--- config.mk ---
export PLATFORM = sky130hd
export DESIGN_NAME = regfile_bypass_sb_flat
export DESIGN_NICKNAME = d
export VERILOG_FILES = /design/src/rtl/regfile_bypass_sb_if.sv /design/src/rtl/regfile_bypass_sb.sv /design/src/flat_wrapper.sv
export SDC_FILE = /design/constraint.sdc
export NUM_CORES = 2
export LEC_CHECK = 0
export CORE_MARGIN = 8
export CORE_UTILIZATION = 45
export CTS_BUF_LIST = sky130_fd_sc_hd__clkbuf_8
export DETAILED_ROUTE_END_ITERATION = 16
export GPL_TIMING_DRIVEN = 1
export SYNTH_ARGS = -nofsm -noshare
export SYNTH_HDL_FRONTEND = slang
export SYNTH_SLANG_ARGS = --single-unit
--- constraint.sdc ---
create_clock -name clk -period 6.83 [get_ports clk]
set_clock_uncertainty 0.2 [all_clocks]
set_input_delay 1.0245 -clock clk [delete_from_list [all_inputs] [get_ports clk]]
set_output_delay 1.0245 -clock clk [all_outputs]
set_load 0.02 [all_outputs]
--- src/rtl/regfile_bypass_sb_if.sv ---
`default_nettype none
// ============================================================================
// Module      : regfile_bypass_sb_if
// Description : Decode/writeback bundle for the bypassing, scoreboarded regfile.
// Revision    : 1.0 - initial release
// ============================================================================
interface regfile_bypass_sb_if #(
    parameter int WIDTH  = 32,
    parameter int DEPTH  = 32,
    parameter int NUM_RD = 2,
    parameter int NUM_WR = 2
);
    localparam int AW = (DEPTH > 1) ? $clog2(DEPTH) : 1;

    logic [NUM_RD*AW-1:0]    rd_addr;
    logic [NUM_RD*WIDTH-1:0] rd_data;
    logic [NUM_RD-1:0]       rd_busy;
    logic [NUM_WR-1:0]       wr_en;
    logic [NUM_WR*AW-1:0]    wr_addr;
    logic [NUM_WR*WIDTH-1:0] wr_data;
    logic                    alloc_en;
    logic [AW-1:0]           alloc_addr;
    logic [DEPTH-1:0]        busy_vec;

    modport master (
        output rd_addr, wr_en, wr_addr, wr_data, alloc_en, alloc_addr,
        input  rd_data, rd_busy, busy_vec
    );

    modport slave (
        input  rd_addr, wr_en, wr_addr, wr_data, alloc_en, alloc_addr,
        output rd_data, rd_busy, busy_vec
    );
endinterface
`default_nettype wire

--- src/rtl/regfile_bypass_sb.sv ---
`default_nettype none
// ============================================================================
// Module      : regfile_bypass_sb
// Description : Multi-port register file with write bypass and busy scoreboard.
// Revision    : 1.0 - initial release
// ============================================================================
module regfile_bypass_sb #(
    parameter int WIDTH     = 32,
    parameter int DEPTH     = 32,
    parameter int NUM_RD    = 2,
    parameter int NUM_WR    = 2,
    parameter int BYPASS    = 1,
    parameter int ZERO_REG0 = 1
) (
    input  wire logic          clk,
    input  wire logic          rst,
    regfile_bypass_sb_if.slave bus
);
    localparam int AW = (DEPTH > 1) ? $clog2(DEPTH) : 1;

    logic [WIDTH-1:0]        r_mem [DEPTH];
    logic [DEPTH-1:0]        r_busy;
    logic [DEPTH-1:0]        w_busy_nxt;
    logic [NUM_RD*WIDTH-1:0] w_rd_data;
    logic [NUM_RD-1:0]       w_rd_busy;
    logic [AW-1:0]           w_ra;
    logic                    w_hit;
    logic [WIDTH-1:0]        w_byp;

    // An address names a real, writable entry: in range and not the hardwired zero.
    function automatic logic f_valid(input logic [AW-1:0] a);
        return (int'(a) < DEPTH) && !((ZERO_REG0 != 0) && (a == '0));
    endfunction

    // Later ports overwrite earlier ones, so the highest write port wins.
    always_ff @(posedge clk) begin
        if (rst) begin
            for (int e = 0; e < DEPTH; e++) begin
                r_mem[e] <= '0;
            end
        end else begin
            for (int j = 0; j < NUM_WR; j++) begin
                if (bus.wr_en[j] && f_valid(bus.wr_addr[j*AW +: AW])) begin
                    r_mem[bus.wr_addr[j*AW +: AW]] <= bus.wr_data[j*WIDTH +: WIDTH];
                end
            end
        end
    end

    // Writes retire the old producer first, then a new alloc re-marks the entry.
    always_comb begin
        w_busy_nxt = r_busy;
        for (int j = 0; j < NUM_WR; j++) begin
            if (bus.wr_en[j] && f_valid(bus.wr_addr[j*AW +: AW])) begin
                w_busy_nxt[bus.wr_addr[j*AW +: AW]] = 1'b0;
            end
        end
        if (bus.alloc_en && f_valid(bus.alloc_addr)) begin
            w_busy_nxt[bus.alloc_addr] = 1'b1;
        end
        if (ZERO_REG0 != 0) begin
            w_busy_nxt[0] = 1'b0;
        end
    end

    always_ff @(posedge clk) begin
        if (rst) begin
            r_busy <= '0;
        end else begin
            r_busy <= w_busy_nxt;
        end
    end

    always_comb begin
        w_rd_data = '0;
        w_rd_busy = '0;
        w_ra      = '0;
        w_hit     = 1'b0;
        w_byp     = '0;
        for (int i = 0; i < NUM_RD; i++) begin
            w_ra  = bus.rd_addr[i*AW +: AW];
            w_hit = 1'b0;
            w_byp = '0;
            if ((BYPASS != 0) && !rst) begin
                for (int j = 0; j < NUM_WR; j++) begin
                    if (bus.wr_en[j] && (bus.wr_addr[j*AW +: AW] == w_ra)) begin
                        w_hit = 1'b1;
                        w_byp = bus.wr_data[j*WIDTH +: WIDTH];
                    end
                end
            end
            if (f_valid(w_ra)) begin
                w_rd_data[i*WIDTH +: WIDTH] = w_hit ? w_byp : r_mem[w_ra];
                w_rd_busy[i]                = r_busy[w_ra] & ~w_hit;
            end
        end
    end

    assign bus.rd_data  = w_rd_data;
    assign bus.rd_busy  = w_rd_busy;
    assign bus.busy_vec = r_busy;
endmodule
`default_nettype wire

--- src/flat_wrapper.sv ---
// flat-port wrapper written by rule: the top's interface ports become plain ports
module regfile_bypass_sb_flat 
#(
    parameter int WIDTH     = 32,
    parameter int DEPTH     = 32,
    parameter int NUM_RD    = 2,
    parameter int NUM_WR    = 2,
    parameter int BYPASS    = 1,
    parameter int ZERO_REG0 = 1
)
  (clk, rst, bus_rd_addr, bus_wr_en, bus_wr_addr, bus_wr_data, bus_alloc_en, bus_alloc_addr, bus_rd_data, bus_rd_busy, bus_busy_vec);
  regfile_bypass_sb_if #(.WIDTH(WIDTH), .DEPTH(DEPTH), .NUM_RD(NUM_RD), .NUM_WR(NUM_WR)) bus_i ();
  input  wire logic clk;
  input  wire logic rst;
  input wire logic [$bits(bus_i.rd_addr)-1:0] bus_rd_addr;
  input wire logic [$bits(bus_i.wr_en)-1:0] bus_wr_en;
  input wire logic [$bits(bus_i.wr_addr)-1:0] bus_wr_addr;
  input wire logic [$bits(bus_i.wr_data)-1:0] bus_wr_data;
  input wire logic [$bits(bus_i.alloc_en)-1:0] bus_alloc_en;
  input wire logic [$bits(bus_i.alloc_addr)-1:0] bus_alloc_addr;
  output wire logic [$bits(bus_i.rd_data)-1:0] bus_rd_data;
  output wire logic [$bits(bus_i.rd_busy)-1:0] bus_rd_busy;
  output wire logic [$bits(bus_i.busy_vec)-1:0] bus_busy_vec;
  assign bus_i.rd_addr = bus_rd_addr;
  assign bus_i.wr_en = bus_wr_en;
  assign bus_i.wr_addr = bus_wr_addr;
  assign bus_i.wr_data = bus_wr_data;
  assign bus_i.alloc_en = bus_alloc_en;
  assign bus_i.alloc_addr = bus_alloc_addr;
  assign bus_rd_data = bus_i.rd_data;
  assign bus_rd_busy = bus_i.rd_busy;
  assign bus_busy_vec = bus_i.busy_vec;
  regfile_bypass_sb #(.WIDTH(WIDTH), .DEPTH(DEPTH), .NUM_RD(NUM_RD), .NUM_WR(NUM_WR), .BYPASS(BYPASS), .ZERO_REG0(ZERO_REG0)) u_core (.clk(clk), .rst(rst), .bus(bus_i));
endmodule
==> flow_summary.json <==
{
  "worstSetupStartpointType": "input pin",
  "clk_latency_ps": 920,
  "maxSlewViolCount": 0,
  "viasPerCell": 7.70,
  "cts_hold_buffers": 0,
  "fin_crit_ps": 6170,
  "io_pins": 192,
  "grtUsageMet2": 0.507,
  "setup_violations": 0,
  "yosysUniqueCellTypes": 67,
  "critPathSlowestCell": "clkdlybuf4s50_1",
  "fmax_mhz": 162,
  "async_flop_share": 0,
  "ant_nets": 0,
  "chipWidth_um": 388,
  "relSlewSlack": 0.0990,
  "postCtsResizedCells": 0,
  "start_util": 0.453,
  "grtUsageTotal": 0.342,
  "placedCellCount": 5905,
  "wire_per_inst_um": 43.1,
  "rows": 136,
  "synth_area_um2": 62200,
  "r2r-end": "u_core.bus.busy_vec[22]",
  "cts_root_buf": "clkbuf_8",
  "reg2reg_slack_ps": 5880,
  "met1_usage": 0.434,
  "hold_end": "u_core.bus.busy_vec[3]",
  "num_vias": 47900,
  "cts.sinks": 1055,
  "finalNonFillerCells": 6218,
  "die-area_um2": 150000,
  "synth_edf_count": 1024,
  "dr.pass1.iters": 6,
  "grt_pass1_wl_mm": 366,
  "worst_pin_slew_ps": 1350,
  "cts_tree": "yes",
  "fillers": 11500,
  "dieHeight_um": 388,
  "placed_cell_area_um2": 65600,
  "final_util": 0.501,
  "post-cts-setup-buffer-count": 0,
  "crit_family": "buffers and inverters",
  "crit_start": "bus_rd_addr[4]",
  "holdCritPathClass": "reg -> reg",
  "yosys_register_bits": 1055,
  "r2r-start": "u_core.bus.busy_vec[22]",
  "dpl.hpwl_mm": 156,
  "critPathArrivalTime_ps": 4950,
  "cpMostUsedCell": "clkdlybuf4s50_1",
  "crit_fanout": 17,
  "crit_path_cell_trace": "clkdlybuf4s50_1, or2_2, or3_2, o21ai_0, a221oi_1, clkdlybuf4s50_1",
  "nNetsFinal": 4391,
  "drive_above_1_share": 0.255,
  "p_per_area_nw_per_um2": 227,
  "min_from": "u_core.bus.busy_vec[3]",
  "portBuffers": 190,
  "status": "completed",
  "ctsHtreeMaxLevel": 4,
  "grt_use_met3": 0.124,
  "cts.clk_slew.worst_paths_ps": 60,
  "synth_seq_area_share": 0.504,
  "grt_pass1_vias": 46500,
  "ys.flop_type": "edfxtp_1",
  "holdWs_ps": 299,
  "hold_depth": 2,
  "irDropWorstVdd_uv": 189,
  "overflow": 0,
  "drt-initial-drc-count": 8066,
  "reg2regPathDepth": 2,
  "syn2layout_area_growth_pct": 10.5,
  "cellLeakagePower_nw": 23.3,
  "syn_avg_cell_area_um2": 14.5,
  "final-hold-violation-count": 0,
  "end_kind": "output port",
  "busiest_layer": "met2",
  "antenna_found_initial": 11,
  "critPathKind": "in -> out",
  "crit_cells": 6,
  "rsz0062_at_grt": "no",
  "gp_congestion": 0.928,
  "fin_crit_sh": 0.903,
  "fin_tns_setup_ps": 0,
  "drcViolationCount": 0,
  "synthCells": 4304,
  "grt_max_degree": 94,
  "drt_wl_total_mm": 268,
  "worstPathRequired_ps": 5610,
  "coreArea_um2": 137000,
  "synth-warning-count": 0,
  "cts_inserted_buffers": 184,
  "drv_cap": 0,
  "path_buf_inv": 2,
  "stdcell_area_um2": 68700,
  "slowest_delay_ps": 990,
  "cts_buffer_depth": 3
}
[cells by family (layout without fill, tap and decap cells)]
group / count (synthesis) / in the layout / synth area share
AOI/OAI and AO/OA: 1412 / 1412 / 0.188
xor gates and xnor gates: 20 / 20 / 0.00282
buffers and inverters: 693 / 773 / 0.0553
DFF: 1055 / 1055 / 0.504
muxes: 752 / 752 / 0.216
other: 1 / 41 / 0.0000603
and+or+nand+nor: 371 / 371 / 0.0326
[power by group]
| part | switching (mW) | internal (mW) |
|---|---|---|
| registers | 0.204 | 7.51 |
| clock network | 2.79 | 2.59 |
| logic | 1.53 | 0.986 |
[cells in the final DEF, fill, tap and decap left out, types with 36 or more instances in the layout]
master,netlist,final
nor2_1,162,139
buf_4,76,205
edfxtp_1,1024,1024
mux2_2,64,64
a221oi_2,36,36
a22oi_1,92,92
o21ai_0,129,129
a22o_1,993,993
mux2i_1,221,221
clkdlybuf4s50_1,0,180
mux4_2,466,466
inv_1,64,127
clkbuf_8,0,187
nand2_1,39,36
o22ai_1,77,77
[sequential cells by signal, summed over array words and instances, names as in the netlist]
register,count
u_core.bus.busy_vec,31
u_core.r_mem,1024
[worst min-delay path: cells and delay by family, from the launching register on]
kind	cells	cell delay, ps
AOI/OAI and AO/OA	1	70
buffers and inverters	1	50
DFF	1	330
[how the worst max path moves through the flow]
stage          slack [ps]              end
6_report              660   bus_rd_data[3]
5_1_grt               580  bus_rd_data[11]
4_1_cts               780  bus_rd_data[16]
3_5_place_dp          790  bus_rd_data[16]
3_3_place_gp          790   bus_rd_data[4]
2_1_floorplan        2810  bus_rd_data[57]
[metrics by stage]
stage          total power [mW]  setup WS [ps]
2_1_floorplan              9.28           2810
3_3_place_gp               10.3            790
3_5_place_dp               10.3            786
4_1_cts                    15.5            784
5_1_grt                    16.0            585
6_report                   15.6            659
[Yosys cell counts, types with 3 or more instances]
cell type	instances	share of area
nand4b_1	4	0.00056
a221oi_2	36	0.0087
nor3b_1	4	0.00048
mux2_2	64	0.012
o21ai_0	129	0.010
xnor2_1	9	0.0013
a21oi_1	5	0.00040
a211oi_1	3	0.00036
a22o_1	993	0.14
dfxtp_1	31	0.010
buf_1	8	0.00048
o21ai_1	13	0.0010
nor3b_2	3	0.00060
or2_0	3	0.00030
nand3b_1	8	0.00097
o22ai_1	77	0.0077
nor2_2	7	0.00070
nor2_4	3	0.00054
buf_6	32	0.0058
buf_4	76	0.0092
nor3_2	31	0.0050
nor3_1	9	0.00072
nor2b_1	7	0.00070
or2_1	7	0.00070
edfxtp_1	1024	0.49
nand2_1	39	0.0024
and2_1	3	0.00030
mux4_2	466	0.17
o221ai_1	30	0.0042
or3_1	36	0.0036
a22oi_1	92	0.011
nor4_1	3	0.00030
or2_2	4	0.00040
inv_1	64	0.0039
nand4_1	3	0.00030
mux2i_1	221	0.036
xor2_1	11	0.0015
a221oi_1	27	0.0038
buf_2	248	0.020
clkbuf_1	262	0.016
nor2_1	162	0.0098
nand3_1	12	0.00097
nand2b_1	8	0.00080
[area by class of cell]
class	instances	area, um2	share of cell area
clock buffers	187	2570	0.0374
repair buffers	402	3640	0.0530
diodes	8	20.0	0.000291
flip-flops and latches	1055	31400	0.456
multi-input cells	2588	28000	0.408
inverters	66	249	0.00362
well taps	1794	2240	0.0327
clock inverters	118	587	0.00854
[layer usage]
layer / wire length [um] / vias to the layer above
li1: - / 18000
met1: 93000 / 24400
met2: 116000 / 4427
met3: 40000 / 1014
met4: 18200 / 6
met5: 355 / -
Power figures use the tool's default switching activity.
